[src/rtl/board_reset_ctrl.sv]
`default_nettype none
// board_reset_ctrl: lock/button-driven reset sequencer with staged release and event counter.
// Define WDT_EN to add the wdt_kick_i port and a RUN-state watchdog.
module board_reset_ctrl #(
    parameter int NUM_RST         = 3,
    parameter int SYNC_STAGES     = 2,
    parameter int DEBOUNCE_CYCLES = 65536,
    parameter int STRETCH_CYCLES  = 1024,
`ifdef WDT_EN
    parameter int WDT_CYCLES      = 2**24,
`endif
    parameter int RELEASE_GAP     = 16
) (
    input  logic               clk,
    input  logic               rst,
    input  logic               btn_n_i,
    input  logic               pll_lock_i,
`ifdef WDT_EN
    input  logic               wdt_kick_i,
`endif
    output logic [NUM_RST-1:0] rst_o,
    output logic               ready_o,
    output logic [7:0]         event_count_o
);

    localparam int DB_W  = (DEBOUNCE_CYCLES > 1) ? $clog2(DEBOUNCE_CYCLES) : 1;
    localparam int ST_W  = (STRETCH_CYCLES > 1) ? $clog2(STRETCH_CYCLES) : 1;
    localparam int GAP_W = (RELEASE_GAP > 1) ? $clog2(RELEASE_GAP) : 1;
    localparam logic [DB_W-1:0]  DB_MAX  = DB_W'(DEBOUNCE_CYCLES - 1);
    localparam logic [ST_W-1:0]  ST_MAX  = ST_W'(STRETCH_CYCLES - 1);
    localparam logic [GAP_W-1:0] GAP_MAX = GAP_W'(RELEASE_GAP - 1);

    typedef enum logic [2:0] {
        HOLD      = 3'd0,
        WAIT_LOCK = 3'd1,
        STRETCH   = 3'd2,
        RELEASE   = 3'd3,
        RUN       = 3'd4
    } state_t;

    state_t                 state;
    logic [SYNC_STAGES-1:0] btn_sync;
    logic [SYNC_STAGES-1:0] lock_sync;
    logic                   btn_s;
    logic                   lock_s;
    logic                   btn_db;
    logic                   btn_db_d1;
    logic [DB_W-1:0]        db_cnt;
    logic [ST_W-1:0]        stretch_cnt;
    logic [GAP_W-1:0]       gap_cnt;
    logic                   press;
    logic                   wdt_fire;
    logic                   trigger;

    assign btn_s  = btn_sync[SYNC_STAGES-1];
    assign lock_s = lock_sync[SYNC_STAGES-1];
    assign press  = btn_db_d1 & ~btn_db;

    always_ff @(posedge clk or negedge rst) begin
        if (!rst) begin
            btn_sync  <= '1;
            lock_sync <= '0;
        end else begin
            btn_sync  <= {btn_sync[SYNC_STAGES-2:0], btn_n_i};
            lock_sync <= {lock_sync[SYNC_STAGES-2:0], pll_lock_i};
        end
    end

    // The debounced level only follows btn_s after DEBOUNCE_CYCLES consecutive mismatches.
    always_ff @(posedge clk or negedge rst) begin
        if (!rst) begin
            btn_db    <= 1'b1;
            btn_db_d1 <= 1'b1;
            db_cnt    <= '0;
        end else begin
            btn_db_d1 <= btn_db;
            if (btn_s == btn_db) begin
                db_cnt <= '0;
            end else if (db_cnt == DB_MAX) begin
                btn_db <= btn_s;
                db_cnt <= '0;
            end else begin
                db_cnt <= db_cnt + 1'b1;
            end
        end
    end

`ifdef WDT_EN
    localparam int WDT_W = (WDT_CYCLES > 1) ? $clog2(WDT_CYCLES) : 1;
    localparam logic [WDT_W-1:0] WDT_MAX = WDT_W'(WDT_CYCLES - 1);

    logic [WDT_W-1:0] wdt_cnt;

    assign wdt_fire = (state == RUN) && !wdt_kick_i && (wdt_cnt == WDT_MAX);

    always_ff @(posedge clk or negedge rst) begin
        if (!rst) begin
            wdt_cnt <= '0;
        end else if ((state != RUN) || wdt_kick_i || trigger) begin
            wdt_cnt <= '0;
        end else begin
            wdt_cnt <= wdt_cnt + 1'b1;
        end
    end
`else
    assign wdt_fire = 1'b0;
`endif

    // Lock loss is not a trigger in WAIT_LOCK: that state is where lock is awaited.
    always_comb begin
        trigger = 1'b0;
        case (state)
            WAIT_LOCK:        trigger = press;
            STRETCH, RELEASE: trigger = press | ~lock_s;
            RUN:              trigger = press | ~lock_s | wdt_fire;
            default:          trigger = 1'b0;
        endcase
    end

    always_ff @(posedge clk or negedge rst) begin
        if (!rst) begin
            state         <= HOLD;
            rst_o         <= '1;
            ready_o       <= 1'b0;
            event_count_o <= 8'd0;
            stretch_cnt   <= '0;
            gap_cnt       <= '0;
        end else if (trigger) begin
            state   <= HOLD;
            rst_o   <= '1;
            ready_o <= 1'b0;
            if (event_count_o != 8'hFF) begin
                event_count_o <= event_count_o + 8'd1;
            end
        end else begin
            case (state)
                HOLD: begin
                    if (btn_db) begin
                        state <= WAIT_LOCK;
                    end
                end
                WAIT_LOCK: begin
                    if (lock_s) begin
                        state       <= STRETCH;
                        stretch_cnt <= '0;
                    end
                end
                STRETCH: begin
                    // Bit 0 drops on the transition so it is already low in the first RELEASE cycle.
                    if (stretch_cnt == ST_MAX) begin
                        state   <= RELEASE;
                        gap_cnt <= '0;
                        rst_o   <= rst_o << 1;
                    end else begin
                        stretch_cnt <= stretch_cnt + 1'b1;
                    end
                end
                RELEASE: begin
                    if (!rst_o[NUM_RST-1]) begin
                        state   <= RUN;
                        ready_o <= 1'b1;
                    end else if (gap_cnt == GAP_MAX) begin
                        gap_cnt <= '0;
                        rst_o   <= rst_o << 1;
                    end else begin
                        gap_cnt <= gap_cnt + 1'b1;
                    end
                end
                RUN: begin
                    ready_o <= 1'b1;
                end
                default: begin
                    state <= HOLD;
                end
            endcase
        end
    end

endmodule
`default_nettype wire

[config.mk]
export PLATFORM = sky130hd
export DESIGN_NAME = board_reset_ctrl
export DESIGN_NICKNAME = d
export VERILOG_FILES = /design/src/rtl/board_reset_ctrl.sv
export SDC_FILE = /design/constraint.sdc
export NUM_CORES = 1
export LEC_CHECK = 0
export ABC_AREA = 1
export CAP_MARGIN = 20
export CELL_PAD_IN_SITES_DETAIL_PLACEMENT = 2
export CELL_PAD_IN_SITES_GLOBAL_PLACEMENT = 2
export CORE_MARGIN = 2
export CORE_UTILIZATION = 34
export CTS_BUF_LIST = sky130_fd_sc_hd__clkbuf_16
export DETAILED_ROUTE_END_ITERATION = 8
export DONT_BUFFER_PORTS = 1
export PLACE_DENSITY = 0.77
export SLEW_MARGIN = 20
export SYNTH_ARGS = -nofsm -noshare
export SYNTH_HDL_FRONTEND = slang
export SYNTH_SLANG_ARGS = --single-unit
[constraint.sdc]
create_clock -name clk -period 1.33 [get_ports clk]
set_input_delay 0 -clock clk [delete_from_list [all_inputs] [get_ports clk]]
set_output_delay 0 -clock clk [all_outputs]
set_load 0.005 [all_outputs]
-- Yosys cells after proc, flatten, opt, wreduce, memory -nomap -nowiden
Cells that the tools add are included.
- eq/ne operators: 20
- multiplexer cells: 24
- reductions and logical operators: 14
- bitwise operators: 6
- add/subtract/negate cells: 4
- operators with widths (operator ; count):
    $mux 16 ; 2
    $mux 3 ; 9
    $mux 10 ; 2
    $pmux 10 s2 ; 1
    $ne 3x3->1 const B ; 6
    $add 16x1->16 const B ; 1
    $eq 16x16->1 const B ; 1
    $pmux 3 s5 ; 1
    $mux 4 ; 3
    $reduce_and 4->1 ; 3
    $add 10x1->10 const B ; 1
    $eq 10x10->1 const B ; 1
    $ne 2x2->1 const B ; 5
    $add 8x1->8 const B ; 1
    $ne 8x8->1 const B ; 1
    $pmux 4 s2 ; 1
    $reduce_and 2->1 ; 4
    $eq 3x2->1 const B ; 2
    $pmux 3 s2 ; 1
    $reduce_bool 3->1 ; 2
    $reduce_and 5->1 ; 1
    $add 4x1->4 const B ; 1
    $eq 4x4->1 const B ; 1
    $not 1->1 ; 4
    10 further kinds ; 13
- input port bits: 4
- word-level logic and storage cells: 80
- output and inout bits: 12
- bits in registers: 51

-- Logic depth before layout (Yosys ltp)
Gate-level depths: netlist (run 1).
- word-level depth: 6
- depth in mapped cells: 10
- gate-level depth less buffers: 9

-- Worst setup path after synthesis (run 1)
Ideal clock, no wire load.
- kind: register to register
- from: reg db_cnt[0]
- to: reg db_cnt[13]
- period minus slack after synthesis: 1.432 ns
- data required time: 1.205 ns
- path slack: -0.102 ns
- library setup time: 0.125 ns
- arrival time: 1.307 ns
- cell stages (with the launch flop): 9
- buffers on the path: 0
- path through: dfrtp_1 ha_1 nand2_1 nor2_2 nand2_2 nor2_2 nand2_1 o21ai_4 nor2_1
- word-level cells in the longest chain between the ends: 3
- elaborated cells on any way between the ends: 4
- classes of those cells: 1 x add/sub; 1 x eq/ne; 2 x mux
- RTL lines (item ; RTL line ; RTL):
    from (decl) ; 48 ; logic [DB_W-1:0] db_cnt;
    from (signal assigned) ; 83 ; db_cnt <= db_cnt + 1'b1;
    $add 16x1->16 / $eq 16x16->1 (equally long branches) ; 83, 79 ;
    $mux 16 (*) ; 79 ; end else if (db_cnt == DB_MAX) begin
    $mux 16 (*) ; 77 ; if (btn_s == btn_db) begin
Mark *: on every way between the ends. The rest lies on a longest branch, timed or not.
A chain may end at the register's enable or synchronous reset.

-- Worst setup path in the final report (run 1)
- from: reg stretch_cnt[1]
- to: reg stretch_cnt[1]
- word-level cells in the longest chain between the ends: 3
- elaborated cells on any way between the ends: 6
- classes of those cells: 1 x add/sub; 2 x eq/ne; 2 x mux; 1 x reduce/logical
- RTL lines (item ; RTL line ; RTL):
    from (decl) ; 49 ; logic [ST_W-1:0] stretch_cnt;
    from (signal assigned) ; 155 ; stretch_cnt <= stretch_cnt + 1'b1;
    $add 10x1->10 / $eq 10x10->1 (equally long branches) ; 155, 150 ;
    $mux 10 / $ne 2x2->1 (equally long branches) ; - ;
    $pmux 10 s2 / $reduce_and 4->1 (equally long branches) ; - ;
Several ways; a longest one is shown, not always the timed one. The select of a mux whose other input is x is not followed.

==> impl_metrics.py, run 1 <==
metrics = {
    "status": {
        "outcome": "finished with violations",
        "violations": "setup timing",
    },
    "finish": {
        "n_antenna_cell": 0,
        "fin_nets": 470,
        "finalInstanceArea_mm2": 0.00445,
        "layout-drive-gt1-share": 0.477,
        "final_core_util": 0.539,
        "fill_cells": 869,
        "syn2layout_area_growth_pct": 53.7,
    },
    "floorplanning": {
        "dieWidth_um": 96.3,
        "start_util": 0.351,
        "dieHeight_um": 96.3,
        "core_area_mm2": 0.00826,
        "rows": 33,
        "dieArea_mm2": 0.00928,
        "num_io_pins": 16,
    },
    "critical_path": {
        "crit_path_start_kind": "flip-flop",
        "critical_path.max_fanout": 5,
        "arrival_ns": 2.02,
        "required_ns": 1.55,
        "critPathCaptureType": "flip-flop",
        "critical_path_class": "flip-flop to flip-flop",
    },
    "power_and_ir_drop": {
        "p_clk_frac": 0.478,
        "p_seq_frac": 0.484,
        "power_mw": 3.27,
        "pwr-share-comb": 0.037,
        "swShare": 0.236,
        "peakVddDrop_uv": 1040,
        "p_sw_mw": 0.772,
        "p_per_area_mw_per_mm2": 733,
        "p_leak_nw": 2.03,
        "p_int_mw": 2.49,
    },
    "timing": {
        "finalHoldViolCount": 0,
        "setup_violations": 45,
        "slew_headroom": 0.745,
        "skew_ns": 0.0163,
        "layout_setup_ws_ns": -0.472,
        "fmax_mhz": 555,
        "tightest_slew_ns": 0.381,
        "period_minus_slack_ns": 1.80,
        "rsz0062_at_grt": "yes",
        "maxSlewViolCount": 0,
        "period_share": 1.35,
    },
    "route": {
        "detail_route.vias_per_cell": 5.36,
        "drc": 0,
        "dr.pass1.iters": 4,
        "drt-initial-drc-count": 132,
        "vias": 3043,
        "ant_nets": 0,
        "routed_wirelength_um": 15300,
        "wl_per_cell_um": 27.0,
    },
    "global_routing": {
        "grt_pass1_wl_um": 18200,
        "grt_pass1_vias": 3323,
        "overflow": 0,
        "grt_use_total": 0.269,
        "grt_max_degree": 52,
        "antenna_found_initial": 0,
    },
    "clock_tree": {
        "cts_buffers": 5,
        "cts_buffer_depth": 2,
        "clk_pin_slew_worst_paths_ns": 0.09,
        "cts_tree": "built",
        "clk_latency_ns": 0.31,
        "clockRootBuffer": "clkbuf_16",
        "cts.sinks": 51,
        "h-tree-depth": 2,
    },
    "run": {
        "drv_cap": 0,
    },
    "placement": {
        "place.gp.congestion": 0.815,
        "dpl.hpwl_um": 6600,
        "placed_area_mm2": 0.00347,
        "io_buffers": 0,
    },
    "logic_synthesis": {
        "synthCells": 368,
        "synth_area_leaders": "dfrtp_1 (38%), nand2_1 (15%), dfstp_2 (6.3%), nor2_1 (6.2%), nand3_1 (5.2%)",
        "yosys_warnings": 0,
        "yosys.area.top_type_share": 0.380,
        "synth_nets": 376,
        "yosys.area.top_type": "dfrtp_1",
        "synth_cell_type_count": 31,
        "syn_avg_cell_area_um2": 7.87,
        "yosysSeqAreaShare": 0.443,
        "synth.cell_area_mm2": 0.00290,
        "ys_ff_latch": 51,
    },
    "min_path": {
        "hold_class": "input port to async pin",
    },
}
cells in the mapped netlist, drive strengths merged:
| cell | instances |
|---|---|
| nor3 | 3 |
| o21ai | 7 |
| ha | 4 |
| dfstp | 7 |
| xnor2 | 8 |
| o21a | 1 |
| nand4 | 12 |
| and2 | 1 |
| nand3b | 1 |
| inv | 39 |
| buf | 4 |
| a21oi | 6 |
| nor3b | 1 |
| nand2 | 128 |
| xor2 | 13 |
| nand3 | 34 |
| nor2 | 55 |
| dfrtp | 44 |
path summary, 6_finish.rpt:
kind	from	end	slack, ns	cells after the start
hold reg to reg	btn_sync[0]$_DFF_PN1_	btn_sync[1]$_DFF_PN1_	0.37	0
hold / removal	rst	stretch_cnt[2]$_DFFE_PN0P_	0.27	2
setup reg to reg	stretch_cnt[1]$_DFFE_PN0P_	stretch_cnt[1]$_DFFE_PN0P_	-0.47	9
setup / recovery	stretch_cnt[1]$_DFFE_PN0P_	stretch_cnt[1]$_DFFE_PN0P_	-0.47	9
max in group asynchronous	rst	rst_o[0]$_DFFE_PN1P_	0.78	2
min in group clk	btn_n_i	btn_sync[0]$_DFF_PN1_	0.27	1
power by group through the flow:
stage | sequential (mW) | combinational [mW] | clock (mW)
2_1_floorplan | 1.60 | 0.0237 | 0
3_3_place_gp | 1.60 | 0.0408 | 0
3_5_place_dp | 1.61 | 0.0450 | 0
4_1_cts | 1.58 | 0.107 | 1.51
5_1_grt | 1.58 | 0.132 | 1.61
6_report | 1.58 | 0.122 | 1.56
through the flow:
step	std cells	setup WS, ns	setup TNS (ns)	hold WS (ns)
after global routing	568	-0.484	-13.70	0.268
after global placement	525	-0.0994	-2.11	-0.294
after detailed placement	525	-0.205	-4.89	-0.294
final	568	-0.472	-11.66	0.273
after floorplan	368	-0.0754	-0.654	-0.296
after CTS	550	-0.154	-3.89	0.255
layer usage:
layer | GRT usage | wire [um] | vias up
met2 | 0.508 | 8240 | 94
met5 | 0 | 0 | -
li1 | - | - | 1341
met3 | 0.0454 | 566 | 48
met1 | 0.298 | 5690 | 1560
met4 | 0.106 | 822 | 0
registers in the layout, summed over array words and instances, names as in the netlist:
| name | cells |
|---|---|
| btn_db | 1 |
| btn_db_d1 | 1 |
| btn_sync | 2 |
| db_cnt | 16 |
| event_count_o | 8 |
| gap_cnt | 4 |
| lock_sync | 2 |
| ready_o | 1 |
| rst_o | 3 |
| state | 3 |
| stretch_cnt | 10 |
layout make-up:
class | count | area [um^2] | area share
sequential | 51 | 1290 | 0.289
clock buffer | 5 | 125 | 0.0281
multi-input combinational | 276 | 1940 | 0.436
clock inverter | 3 | 41.3 | 0.00927
inverter | 39 | 166 | 0.0374
tap | 105 | 131 | 0.0295
timing repair buffer | 89 | 757 | 0.170
cell usage in the layout, fill, tap and decap left out, drive strengths merged:
cell and count:
a21oi 6, and2 1, buf 86, bufinv 1, clkbuf 5, clkinvlp 1, dfrtp 44, dfstp 7
dlygate4sd3 3, ha 4, inv 40, nand2 129, nand3 34, nand3b 1, nand4 12, nor2 56
nor3 3, nor3b 1, o21a 1, o21ai 7, xnor2 8, xor2 13
worst max-delay path, stage by stage, from the launching register on:
cell     delay (ns)
dfrtp_1        0.44
ha_2           0.25
nand2_2        0.11
nor2_4         0.21
nand3_4        0.13
nand2_4        0.16
inv_2          0.09
nand2_4        0.13
nand2_2        0.06
nand2_1        0.14
cells by family (layout without fill, tap and decap cells):
logic type | after synthesis | in the layout | synth area share
XOR/XNOR | 21 | 21 | 0.0635
buffers and inverters | 43 | 136 | 0.0639
adder cells (fa/ha/maj) | 4 | 4 | 0.0173
flip-flops | 51 | 51 | 0.443
AND/OR/NAND/NOR | 235 | 237 | 0.382
AO/OA/AOI/OAI | 14 | 14 | 0.0302
repair_timing:
action / CTS / global route
pin swaps: 26 / 26
cloned: 1 / 1
resized for setup: 56 / 82
hold buffers: 4 / 0
endpoints found under the setup margin: 46 / 46
buffers inserted: 12 / 19
endpoints found under the hold margin: 53 / 0
(Power assumes the default switching activity.)
==> inputs of run 2 (changes only) <==
--- a/config.mk
+++ b/config.mk
@@ -6,15 +6,15 @@
 export NUM_CORES = 1
 export LEC_CHECK = 0
 export ABC_AREA = 1
+export BUFFER_PORTS_ARGS = -buffer_cell sky130_fd_sc_hd__buf_2
 export CAP_MARGIN = 20
 export CELL_PAD_IN_SITES_DETAIL_PLACEMENT = 2
 export CELL_PAD_IN_SITES_GLOBAL_PLACEMENT = 2
 export CORE_MARGIN = 2
-export CORE_UTILIZATION = 34
+export CORE_UTILIZATION = 33
 export CTS_BUF_LIST = sky130_fd_sc_hd__clkbuf_16
 export DETAILED_ROUTE_END_ITERATION = 8
-export DONT_BUFFER_PORTS = 1
-export PLACE_DENSITY = 0.77
+export PLACE_DENSITY = 0.78
 export SLEW_MARGIN = 20
 export SYNTH_ARGS = -nofsm -noshare
 export SYNTH_HDL_FRONTEND = slang
==> impl_metrics.py, run 2 (synthesis results as in run 1) <==
metrics = {
    "timing": {
        "maxSlewViolCount": 0,
        "tightest_slew_ns": 0.405,
        "slew_headroom": 0.728,
        "fin_hold_ws_ns": 0.230,
        "fmax_mhz": 586,
        "setup_violations": 45,
        "setup_tns_ns": -10.46,
        "finalHoldViolCount": 0,
        "period_share": 1.28,
        "skew_ns": 0.0109,
        "layout_setup_ws_ns": -0.376,
        "rsz0062_at_grt": "yes",
        "period_minus_slack_ns": 1.71,
    },
    "finish": {
        "n_antenna_cell": 0,
        "fin_nets": 495,
        "layout-drive-gt1-share": 0.574,
        "finalInstanceArea_mm2": 0.00478,
        "regArea_mm2": 0.00129,
        "multi_input_area_mm2": 0.00211,
        "final_cell_mix": "buf_4 (74), nand2_1 (69), dfrtp_1 (40), nand2_4 (29), nand2_2 (28)",
        "final_common_cell": "buf_4",
        "largest_reg_flops": 16,
        "top_regs": "db_cnt x16, stretch_cnt x10, event_count_o x8",
        "largest_register": "db_cnt",
        "syn2layout_area_growth_pct": 65.0,
        "fill_cells": 896,
    },
    "route": {
        "drc": 0,
        "vias": 3174,
        "wl_per_cell_um": 28.4,
        "ant_nets": 0,
        "detail_route.vias_per_cell": 5.33,
        "drt-initial-drc-count": 87,
        "dr.pass1.iters": 4,
        "routed_wirelength_um": 16900,
    },
    "placement": {
        "io_buffers": 15,
        "dpl.hpwl_um": 7130,
        "placed_area_mm2": 0.00359,
        "place.gp.congestion": 0.770,
    },
    "clock_tree": {
        "cts_buffers": 5,
        "clk_pin_slew_worst_paths_ns": 0.08,
        "cts.sinks": 51,
        "cts_tree": "built",
        "clockRootBuffer": "clkbuf_16",
        "cts_buffer_depth": 2,
        "clk_latency_ns": 0.31,
        "h-tree-depth": 2,
    },
    "critical_path": {
        "rr_startpoint": "stretch_cnt[6]$_DFFE_PN0P_",
        "critPathCapture": "stretch_cnt[9]$_DFFE_PN0P_",
        "rr_worst_depth": 9,
        "critPathLaunch": "stretch_cnt[6]$_DFFE_PN0P_",
        "cp_slowest_cell": "dfrtp_1",
        "critical_path_buf_inv_count": 1,
        "crit_path_start_kind": "flip-flop",
        "required_ns": 1.57,
        "critical_path_class": "flip-flop to flip-flop",
        "cp_top_family": "simple AND/OR/NAND/NOR gates",
        "reg2reg_to": "stretch_cnt[9]$_DFFE_PN0P_",
        "rrSetupSlack_ns": -0.38,
        "crit_top_cell": "nand2_1",
        "critical_path.max_fanout": 6,
        "critPathMaxStageDelay_ns": 0.38,
        "critPathCaptureType": "flip-flop",
        "path_cells": "buf_4, nand2_1, nor2_1, nand3_1, nand2_1, nand2_1, nor2_1, nand2_1, nand2_1",
        "worstSetupPathDepth": 9,
        "arrival_ns": 1.95,
    },
    "floorplanning": {
        "num_io_pins": 16,
        "rows": 34,
        "dieWidth_um": 97.7,
        "dieArea_mm2": 0.00955,
        "core_area_mm2": 0.00864,
        "start_util": 0.336,
        "dieHeight_um": 97.7,
    },
    "status": {
        "violations": "setup timing",
        "outcome": "finished with violations",
    },
    "min_path": {
        "hold_class": "input port to async pin",
    },
    "global_routing": {
        "grt_use_total": 0.288,
        "grt_pass1_vias": 3733,
        "overflow": 0,
        "grt_pass1_wl_um": 21200,
        "grt_max_degree": 52,
        "antenna_found_initial": 0,
    },
    "power_and_ir_drop": {
        "power_mw": 3.09,
        "p_leak_nw": 2.24,
        "peakVddDrop_uv": 1070,
        "p_per_area_mw_per_mm2": 646,
    },
    "run": {
        "drv_cap": 0,
    },
}
[run 2: routing by layer]
layer	wire length (um)	vias up	share of wire	GRT usage
met3	471	55	0.028	0.0396
met2	9270	93	0.55	0.575
met1	6330	1635	0.37	0.310
met4	832	0	0.049	0.0833
met5	0	-	0	0
li1	-	1391	-	-
[run 2: report_power, final]
part / internal (mW) / total (mW) / leakage, nW / switching [mW]
combinational: 0.0604 / 0.146 / 1.50 / 0.0854
sequential: 1.57 / 1.58 / 0.674 / 0.0189
clock: 0.691 / 1.36 / 0.0710 / 0.667
[run 2: cell type report]
type	count	share of cell area
clock inverters	3	0.00340
flip-flops and latches	51	0.270
inverters	39	0.0348
clock buffers	5	0.0262
well taps	108	0.0283
repair buffers	114	0.195
multi-input cells	276	0.442
[run 2: repair_timing]
action	4_1_cts	5_1_grt
buffers inserted	20	20
cloned	2	0
hold endpoints to repair	53	0
hold buffers	3	0
setup endpoints to repair	43	46
resized for setup	86	107
pin swaps	47	53
[run 2: metrics by stage]
stage / cells / utilization / setup slack, ns
after global routing: 596 / 0.554 / -0.397
after detailed placement: 548 / 0.416 / -0.241
final: 596 / 0.554 / -0.376
after CTS: 580 / 0.489 / -0.146
after floorplan: 368 / - / -0.0754
after global placement: 548 / 0.416 / -0.104
[run 2: worst min-delay path by stage]
stage | from | to | slack (ns)
floorplan | rst | db_cnt[0]$_DFF_PN0_ | -0.30
global placement | rst | db_cnt[6]$_DFF_PN0_ | 0.02
detailed placement | rst | db_cnt[6]$_DFF_PN0_ | 0.02
CTS | rst | db_cnt[6]$_DFF_PN0_ | 0.25
global route | rst | db_cnt[6]$_DFF_PN0_ | 0.28
finish | rst | db_cnt[6]$_DFF_PN0_ | 0.23
[run 2: worst register-to-register path, delay by kind of cell, from the launching register on]
family	cells	cell delay (ns)
DFF	1	0.38
buffers and inverters	1	0.17
and+or+nand+nor	8	1.09
